$ cat config.mk
export PLATFORM = sky130hd
export DESIGN_NAME = fir_direct_param
export DESIGN_NICKNAME = d
export VERILOG_FILES = /design/src/rtl/fir_pkg.sv /design/src/rtl/fir_coef_bank.sv /design/src/rtl/fir_direct_param.sv
export SDC_FILE = /design/constraint.sdc
export NUM_CORES = 2
export LEC_CHECK = 0
export CAP_MARGIN = 5
export CELL_PAD_IN_SITES_DETAIL_PLACEMENT = 1
export CELL_PAD_IN_SITES_GLOBAL_PLACEMENT = 1
export CORE_MARGIN = 2
export CORE_UTILIZATION = 55
export CTS_CLUSTER_DIAMETER = 30
export CTS_CLUSTER_SIZE = 10
export DETAILED_ROUTE_END_ITERATION = 6
export PLACE_DENSITY_LB_ADDON = 0.1
export SYNTH_ARGS = -nofsm -noshare
export SYNTH_HDL_FRONTEND = slang
export SYNTH_SLANG_ARGS = --single-unit
$ cat constraint.sdc
create_clock -name iClk_12M -period 25.7 [get_ports iClk_12M]
set_input_delay 3.855 -clock iClk_12M [delete_from_list [all_inputs] [get_ports iClk_12M]]
set_output_delay 3.855 -clock iClk_12M [all_outputs]
set_load 0.01 [all_outputs]
$ cat src/rtl/fir_pkg.sv
// fir_pkg: shared state type and arithmetic helpers for fir_direct_param.
// FIR_SATURATE_EN selects clamping instead of two's-complement wrap.
package fir_pkg;

    typedef enum logic [1:0] {
        IDLE,
        UPDATE,
        MAC,
        OUT
    } fir_state_e;

    localparam int RW = 128;

`ifdef FIR_SATURATE_EN
    localparam bit SAT_EN = 1'b1;
`else
    localparam bit SAT_EN = 1'b0;
`endif

    function automatic int acc_w(input int dw, input int cw, input int taps);
        return dw + cw + $clog2(taps);
    endfunction

    // Round half up, shift, then clamp to dw bits when saturation is built in.
    function automatic logic signed [RW-1:0] round_sat(
        input logic signed [RW-1:0] acc,
        input int                   shift,
        input int                   dw
    );
        logic signed [RW-1:0] one;
        logic signed [RW-1:0] r;
        logic signed [RW-1:0] hi;
        logic signed [RW-1:0] lo;
        one = 1;
        r   = acc;
        if (shift > 0) begin
            r = r + (one <<< (shift - 1));
        end
        r  = r >>> shift;
        hi = (one <<< (dw - 1)) - one;
        lo = -hi - one;
        if (SAT_EN) begin
            if (r > hi) begin
                r = hi;
            end else if (r < lo) begin
                r = lo;
            end
        end
        return r;
    endfunction

endpackage

$ cat src/rtl/fir_coef_bank.sv
// fir_coef_bank: TAPS x COEF_W coefficient registers, gated write port,
// combinational read at the MAC tap index.
module fir_coef_bank
    import fir_pkg::*;
#(
    parameter int TAPS   = 33,
    parameter int COEF_W = 16,
    parameter int ADDR_W = 6
) (
    input  logic                     clk_i,
    input  logic                     rst_ni,
    input  logic                     we_i,
    input  logic [ADDR_W-1:0]        waddr_i,
    input  logic signed [COEF_W-1:0] wdata_i,
    input  logic [ADDR_W-1:0]        raddr_i,
    output logic signed [COEF_W-1:0] rdata_o
);

    logic signed [COEF_W-1:0] coef_q [TAPS];
    logic                     wr_ok;

    assign wr_ok   = we_i & ({1'b0, waddr_i} < (ADDR_W + 1)'(TAPS));
    assign rdata_o = coef_q[raddr_i];

    always_ff @(posedge clk_i or negedge rst_ni) begin
        if (!rst_ni) begin
            coef_q <= '{default: '0};
        end else if (wr_ok) begin
            coef_q[waddr_i] <= wdata_i;
        end
    end

endmodule

$ cat src/rtl/fir_direct_param.sv
// fir_direct_param: time-multiplexed direct-form FIR, one MAC per tap.
// Build with FIR_SATURATE_EN to clamp the output instead of wrapping.
module fir_direct_param
    import fir_pkg::*;
#(
    parameter int TAPS      = 33,
    parameter int DATA_W    = 16,
    parameter int COEF_W    = 16,
    parameter int OUT_SHIFT = 15,
    parameter int ADDR_W    = 6
) (
    input  logic                     iClk_12M,
    input  logic                     iRsn,
    input  logic                     iCoeffiUpdateFlag,
    input  logic                     iCsnRam,
    input  logic                     iWrnRam,
    input  logic [ADDR_W-1:0]        iAddrRam,
    input  logic signed [COEF_W-1:0] iWrDtRam,
    input  logic                     iFirValid,
    output logic                     oFirReady,
    input  logic signed [DATA_W-1:0] iFirIn,
    output logic                     oFirValid,
    output logic signed [DATA_W-1:0] oFirOut,
    output logic                     oUpdBusy
);

    localparam int ACC_W = acc_w(DATA_W, COEF_W, TAPS);

    fir_state_e               state_q, state_d;
    logic [ADDR_W-1:0]        k_q, k_d;
    logic signed [ACC_W-1:0]  acc_q, acc_d;
    logic signed [DATA_W-1:0] out_q, out_d;
    logic                     valid_q, valid_d;
    logic signed [DATA_W-1:0] x_q [TAPS];

    logic                     accept;
    logic                     coef_we;
    logic signed [COEF_W-1:0] coef_k;
    logic signed [ACC_W-1:0]  prod;

    assign oFirReady = (state_q == IDLE) & ~iCoeffiUpdateFlag;
    assign accept    = iFirValid & oFirReady;
    assign oUpdBusy  = (state_q == UPDATE);
    assign coef_we   = (state_q == UPDATE) & ~iCsnRam & ~iWrnRam;
    assign oFirValid = valid_q;
    assign oFirOut   = out_q;

    // Operands are widened first so the product is exact in ACC_W bits.
    assign prod = ACC_W'(coef_k) * ACC_W'(x_q[k_q]);

    fir_coef_bank #(
        .TAPS   (TAPS),
        .COEF_W (COEF_W),
        .ADDR_W (ADDR_W)
    ) u_coef_bank (
        .clk_i   (iClk_12M),
        .rst_ni  (iRsn),
        .we_i    (coef_we),
        .waddr_i (iAddrRam),
        .wdata_i (iWrDtRam),
        .raddr_i (k_q),
        .rdata_o (coef_k)
    );

    always_comb begin
        state_d = state_q;
        k_d     = k_q;
        acc_d   = acc_q;
        out_d   = out_q;
        valid_d = 1'b0;
        unique case (state_q)
            IDLE: begin
                if (iCoeffiUpdateFlag) begin
                    state_d = UPDATE;
                end else if (accept) begin
                    state_d = MAC;
                    k_d     = '0;
                    acc_d   = '0;
                end
            end
            UPDATE: begin
                if (!iCoeffiUpdateFlag) begin
                    state_d = IDLE;
                end
            end
            MAC: begin
                acc_d = acc_q + prod;
                k_d   = k_q + ADDR_W'(1);
                if (k_q == ADDR_W'(TAPS - 1)) begin
                    state_d = OUT;
                end
            end
            OUT: begin
                out_d   = DATA_W'(round_sat(RW'(acc_q), OUT_SHIFT, DATA_W));
                valid_d = 1'b1;
                state_d = IDLE;
            end
            default: state_d = IDLE;
        endcase
    end

    always_ff @(posedge iClk_12M or negedge iRsn) begin
        if (!iRsn) begin
            state_q <= IDLE;
            k_q     <= '0;
            acc_q   <= '0;
            out_q   <= '0;
            valid_q <= 1'b0;
        end else begin
            state_q <= state_d;
            k_q     <= k_d;
            acc_q   <= acc_d;
            out_q   <= out_d;
            valid_q <= valid_d;
        end
    end

    // x_q[0] always holds the newest accepted sample.
    always_ff @(posedge iClk_12M or negedge iRsn) begin
        if (!iRsn) begin
            x_q <= '{default: '0};
        end else if (accept) begin
            x_q[0] <= iFirIn;
            for (int i = 1; i < TAPS; i++) begin
                x_q[i] <= x_q[i-1];
            end
        end
    end

endmodule

=== Word level (Yosys, flattened, before mapping) ===
Cells that the tools add are included.

* Register bits after elaboration: 1119
* Input port bits: 44
* Output and inout bits: 19
* Word-level logic and storage cells: 124

* Add/subtract/negate cells: 3
* Multipliers: 1
* $lt $le $gt $ge: 4
* Equality and inequality tests: 9
* Muxes and demuxes: 21
* Bitwise operators: 10
* Reduce and logical (&&, ||, !) cells: 5

{| class="wikitable"
|+ Operators by type and width
! kind !! count
|-
| 528-bit bitwise mux || 1
|-
| 16-bit binary-select mux with 6-bit select || 2
|-
| 16-bit demux with 6-bit select || 1
|-
| 16-bit 2-to-1 mux || 5
|-
| 38-bit 2-to-1 mux || 2
|-
| 38-bit case mux with 2 select lines || 1
|-
| 38-bit by 32-bit adder with 38-bit output || 1
|-
| 16-bit by 16-bit multiplier with 32-bit output || 1
|-
| 31-bit by 16-bit adder with 31-bit output (second input constant) || 1
|-
| 7-bit >= comparator (second input constant) || 2
|-
| 6-bit inverter with 7-bit output || 2
|-
| 6-bit 2-to-1 mux || 2
|-
| 6-bit case mux with 2 select lines || 1
|-
| 2-bit 2-to-1 mux || 4
|-
| 2-bit inequality test (second input constant) || 4
|-
| 2-bit case mux with 4 select lines || 1
|-
| 7-bit by 1-bit less-than comparator with 1-bit output (second input constant) || 1
|-
| 6-bit by 1-bit adder with 6-bit output (second input constant) || 1
|-
| 6-bit equality test (second input constant) || 1
|-
| 6-bit less-than comparator (second input constant) || 1
|-
| 3-bit AND reduction || 2
|-
| 1-bit bitwise AND || 5
|-
| 2-bit equality test (second input constant) || 2
|-
| 3-bit inequality test (second input constant) || 1
|-
| 6 further kinds || 8
|}

=== Depth between registers and ports, before layout ===
* Depth after elaboration: 7
* Mapped depth: 35
* Mapped depth without buffers: 28

=== Cells and area by module ===
Synthesis repeated with hierarchy kept, for this count alone.

* Cells, all modules: 4329
* Area, all modules: 60722.0 um^2

{| class="wikitable"
|+ Modules (own cells, without submodules)
! module !! instances !! cells each !! area each (um^2) !! seq. area each (um^2)
|-
| fir_direct_param || 1 || 2751 || 36535.0 || 14614.0
|-
| fir_coef_bank || 1 || 1578 || 24186.9 || 13212.7
|}

=== Least setup slack after synthesis ===
OpenSTA, ideal clock, no wires.

* Kind: flip-flop to flip-flop
* Start point: reg k_q[1]
* End point: reg acc_q[30]
* Data arrival time: 8288 ps
* Data required time: 25574 ps
* Setup slack: 17286 ps
* Stages on the path, launching flop included: 32
* Period minus slack after synthesis: 8414 ps
* Path through: dfrtp_1 -> clkbuf_2 -> buf_4 -> buf_6 -> buf_2 -> buf_2 -> buf_1 -> mux4_2 -> mux4_2 -> mux2i_1 -> nor2_1 -> a21oi_2 -> nand2b_1 -> fa_1 -> fa_1 -> inv_1 -> fa_1 -> fa_1 -> fa_1 -> inv_1 -> fa_1 -> inv_1 -> ha_1 -> clkbuf_1 -> and3_1 -> a221o_1 -> a221o_1 -> a211oi_1 -> o31ai_1 -> nand2_1 -> nor3_1 -> a221o_1

* Cells in the longest elaborated chain, start to end: 7
* Elaborated cells on any way between the ends: 10
* Those cells by class: 1 x add/sub; 1 x mul; 7 x mux; 1 x bitwise

{| class="wikitable"
|+ RTL lines
! element !! RTL line !! RTL
|-
| from (decl) || fir_direct_param.sv:30 || <nowiki>logic [ADDR_W-1:0] k_q, k_d;</nowiki>
|-
| from (signal assigned) || fir_direct_param.sv:111 || <nowiki>k_q <= k_d;</nowiki>
|-
| 6-bit inverter with 7-bit output (implied by the code) * || fir_coef_bank.sv:23, fir_direct_param.sv:49 ||
|-
| 16-bit binary-select mux with 6-bit select (on tied branches) || fir_coef_bank.sv:23, fir_direct_param.sv:49 ||
|-
| 16-bit 2-to-1 mux (on tied branches) (2 in series) || fir_coef_bank.sv:23, fir_direct_param.sv:49 ||
|-
| 16-bit by 16-bit multiplier with 32-bit output * || fir_direct_param.sv:49 || <nowiki>assign prod = ACC_W'(coef_k) * ACC_W'(x_q[k_q]);</nowiki>
|-
| 38-bit by 32-bit adder with 38-bit output * || fir_direct_param.sv:87 || <nowiki>acc_d = acc_q + prod;</nowiki>
|-
| 38-bit case mux with 2 select lines * || fir_direct_param.sv:71 || <nowiki>unique case (state_q)</nowiki>
|-
| to (signal assigned) || fir_direct_param.sv:106 || <nowiki>acc_q <= '0;</nowiki>
|-
| to (signal assigned) || fir_direct_param.sv:112 || <nowiki>acc_q <= acc_d;</nowiki>
|-
| to (decl) || fir_direct_param.sv:31 || <nowiki>logic signed [ACC_W-1:0] acc_q, acc_d;</nowiki>
|}

Every way passes the cells marked *; elsewhere a longest branch is shown, timed or not. The select of a mux whose other input is x is not followed.
A chain may end at the register's enable or synchronous reset.

=== Worst setup path in the final report ===
* Start point: reg k_q[0]
* End point: reg acc_q[30]

The elaborated chain is that of the path after synthesis.

==> flow_summary.toml <==
[run_status]
status = "completed"

[cts]
cts_buffer_depth = 3
holdBufCountCts = 0
cts-root-buf = "clkbuf_16"
worstSkewPairLatency_ns = 0.84
path_clk_slew_ns = 0.05
cts_made_buffers = 226
htreeDepth = 4
cts_tree = "yes"
cts_sinks = 1112
post_cts_buffers = 0
post_cts_resized = 0

[setup_path]
rr_startpoint = "k_q[0]$_DFFE_PN0P_"
start_kind = "flip-flop"
crit_start = "k_q[0]$_DFFE_PN0P_"
worstPathRequired_ns = 26.39
cp-end-kind = "flip-flop"
critical_path_class = "flip-flop to flip-flop"
max_stage_delay_ns = 0.92
crit_top_cell = "fa_1"
worst_path_max_delay_cell = "dfrtp_4"
critPathMaxFanout = 84
arrival_ns = 11.86
ff2ff_setup_slack_ns = 14.53

[detailed_routing]
vias = 36000
ant_nets = 0
drt_iter0_drc = 2408
drt-vias-per-instance = 6.06
wirelength_mm = 161
avgRoutedWirePerCell_um = 27.1
drc_errors = 0
drt-pass1-iter-count = 5

[worst_hold_path]
worstHoldStart = "x_q[224]$_DFFE_PN0P_"
min-delay-path-class = "flip-flop to flip-flop"

[synthesis]
yosysSeqAreaShare = 0.460
synth_fa_ha_area_frac = 0.115
synth_mux_area_frac = 0.318
yosysUniqueCellTypes = 68
synth.top_cell.area_share = 0.460
yosysMostFrequentCell = "dfrtp_1"
netlist_area_um2 = 60500
yosys_warnings = 0
synth-compound-area-share = 0.0203
synth-simple-area-share = 0.0347
ys_async_sr_fraction = 1.00
synthTopCellsByArea = "dfrtp_1 (46%), mux2_2 (20%), mux4_2 (12%), fa_1 (9.4%), inv_1 (2.2%)"
avgSynthCellArea_um2 = 14.3
synthTopCellsByCount = "dfrtp_1 (1112), mux2_2 (1057), inv_1 (356)"
synth_cells = 4240
synth-seq-cells = 1112
synth_nets = 4667
ys.flop_type = "dfrtp_1"
synth.largest_area_cell = "dfrtp_1"
synth_xor_area_frac = 0.00826
synth_top_family_by_area = "multiplexers"
synth_edf_count = 0

[sta]
slew_viol_final = 0
worst_slew_pin_slew_ns = 1.34
clock_skew_ns = 0.0888
worst_slack_ns = 14.53
min_period_ns = 11.17
hold_viol = 0
timing.fmax_mhz = 89.6
hold_slack_ns = 0.495
maxSlewHeadroom = 0.102
setup_viol = 0
period_share = 0.434
finalSetupTns_ns = 0
rsz0062_at_grt = "false"

[place]
place.gp.congestion = 0.863
post_dp_cell_area_um2 = 62300
dp_slack_ns = 14.47
dp_hpwl_mm = 92.5
numPortBuffers = 62

[flow_run]
maxCapViolCount = 0

[floorplanning]
fp.dieW_um = 336
die_area_um2 = 113000
core_area_um2 = 109000
rows = 121
die_h_um = 336
ios = 63
initial_core_util = 0.555

[power]
vdd_ir_drop_max_mv = 0.108
power.leakage_uw = 0.0337
power_density_nw_per_um2 = 117

[cells_and_area]
drive_gt1_frac = 0.424
syn_to_final_growth_pct = 16.7
finalInstanceArea_um2 = 70600
fin_util = 0.648
fin_nets = 4745

[global_route]
grt_antenna_before_repair = 9
track_usage = 0.297
grt_pass1_vias = 41100
grt-ovfl-total = 0
grt_pass1_wl_mm = 253
grt_max_degree = 193
## layout make-up
cell class,instances,area [um2]
diodes,3,7.51
clock buffers,273,6040
clock inverters,156,2210
fillers,9747,38400
inverters,361,1360
multi-input cells,2488,30200
flip-flops and latches,1112,27800
well taps,1414,1770
repair buffers,129,1180
## critical path: cells and delay by family (launching register included)
kind	cells	cell delay [ns]
compound gates	5	1.87
flops	1	0.92
simple gates	6	1.19
buf+inv	7	2.22
mux	3	1.19
fa+ha+maj	7	3.42
## layer usage
metal | track usage | share of wire | wire length [um]
met1 | 0.402 | 0.43 | 68500
met2 | 0.485 | 0.49 | 79300
met3 | 0.0543 | 0.050 | 8120
met4 | 0.106 | 0.030 | 4820
met5 | 0 | 0 | 0
## state kept, by name (all words and copies together), names as in the netlist
signal / cells
k_q: 6
oFirOut: 16
u_coef_bank.coef_q: 528
oFirValid: 1
x_q: 528
state_q: 2
acc_q: 31
## layout by cell type (no fill, tap or decap), types with 18 or more instances in the layout
| cell | n |
|---|---|
| clkbuf_8 | 19 |
| nor2_1 | 213 |
| dfrtp_1 | 1106 |
| bufinv_16 | 42 |
| mux2_2 | 1057 |
| clkinv_4 | 21 |
| mux4_2 | 312 |
| nand2_1 | 108 |
| nand2b_1 | 38 |
| xnor2_1 | 33 |
| clkinvlp_4 | 33 |
| o21ai_0 | 27 |
| clkbuf_1 | 27 |
| mux2i_1 | 32 |
| clkbuf_16 | 227 |
| clkdlybuf4s50_1 | 61 |
| buf_4 | 63 |
| ha_1 | 98 |
| a21o_1 | 18 |
| xor2_1 | 24 |
| inv_1 | 356 |
| clkinv_2 | 38 |
| fa_1 | 285 |
| a21oi_1 | 42 |
| nor2_4 | 20 |
## worst paths after layout
kind / to / cells past startpoint
max: acc_q[30]$_DFFE_PN0P_ / 28
min: x_q[208]$_DFFE_PN0P_ / 1
max reg2reg: acc_q[30]$_DFFE_PN0P_ / 28
min reg2reg: x_q[208]$_DFFE_PN0P_ / 1
max in group asynchronous: x_q[98]$_DFFE_PN0P_ / 6
min in group asynchronous: u_coef_bank.coef_q[161]$_DFFE_PN0P_ / 1
## where the power goes
| group | internal (uW) | switching (uW) |
|---|---|---|
| registers | 1920 | 193 |
| clock network | 2100 | 1040 |
| logic | 1240 | 1760 |
| total | 5260 | 2990 |
## metrics by stage
stage / instances / power (uW)
after floorplan: 4240 / 4230
final: 5936 / 8250
after CTS: 5933 / 8310
after global placement: 5504 / 5010
after detailed placement: 5504 / 5080
after global routing: 5934 / 8730
## logic make-up (layout without fill, tap and decap cells)
family,count (synthesis),after routing
compound gates,173,173
xor+xnor,57,57
fa+ha+maj,383,383
buf+inv,640,919
flops,1112,1112
mux,1401,1401
other cells,0,3
simple gates,474,474
Note: power is estimated with default switching activity, not from simulation.
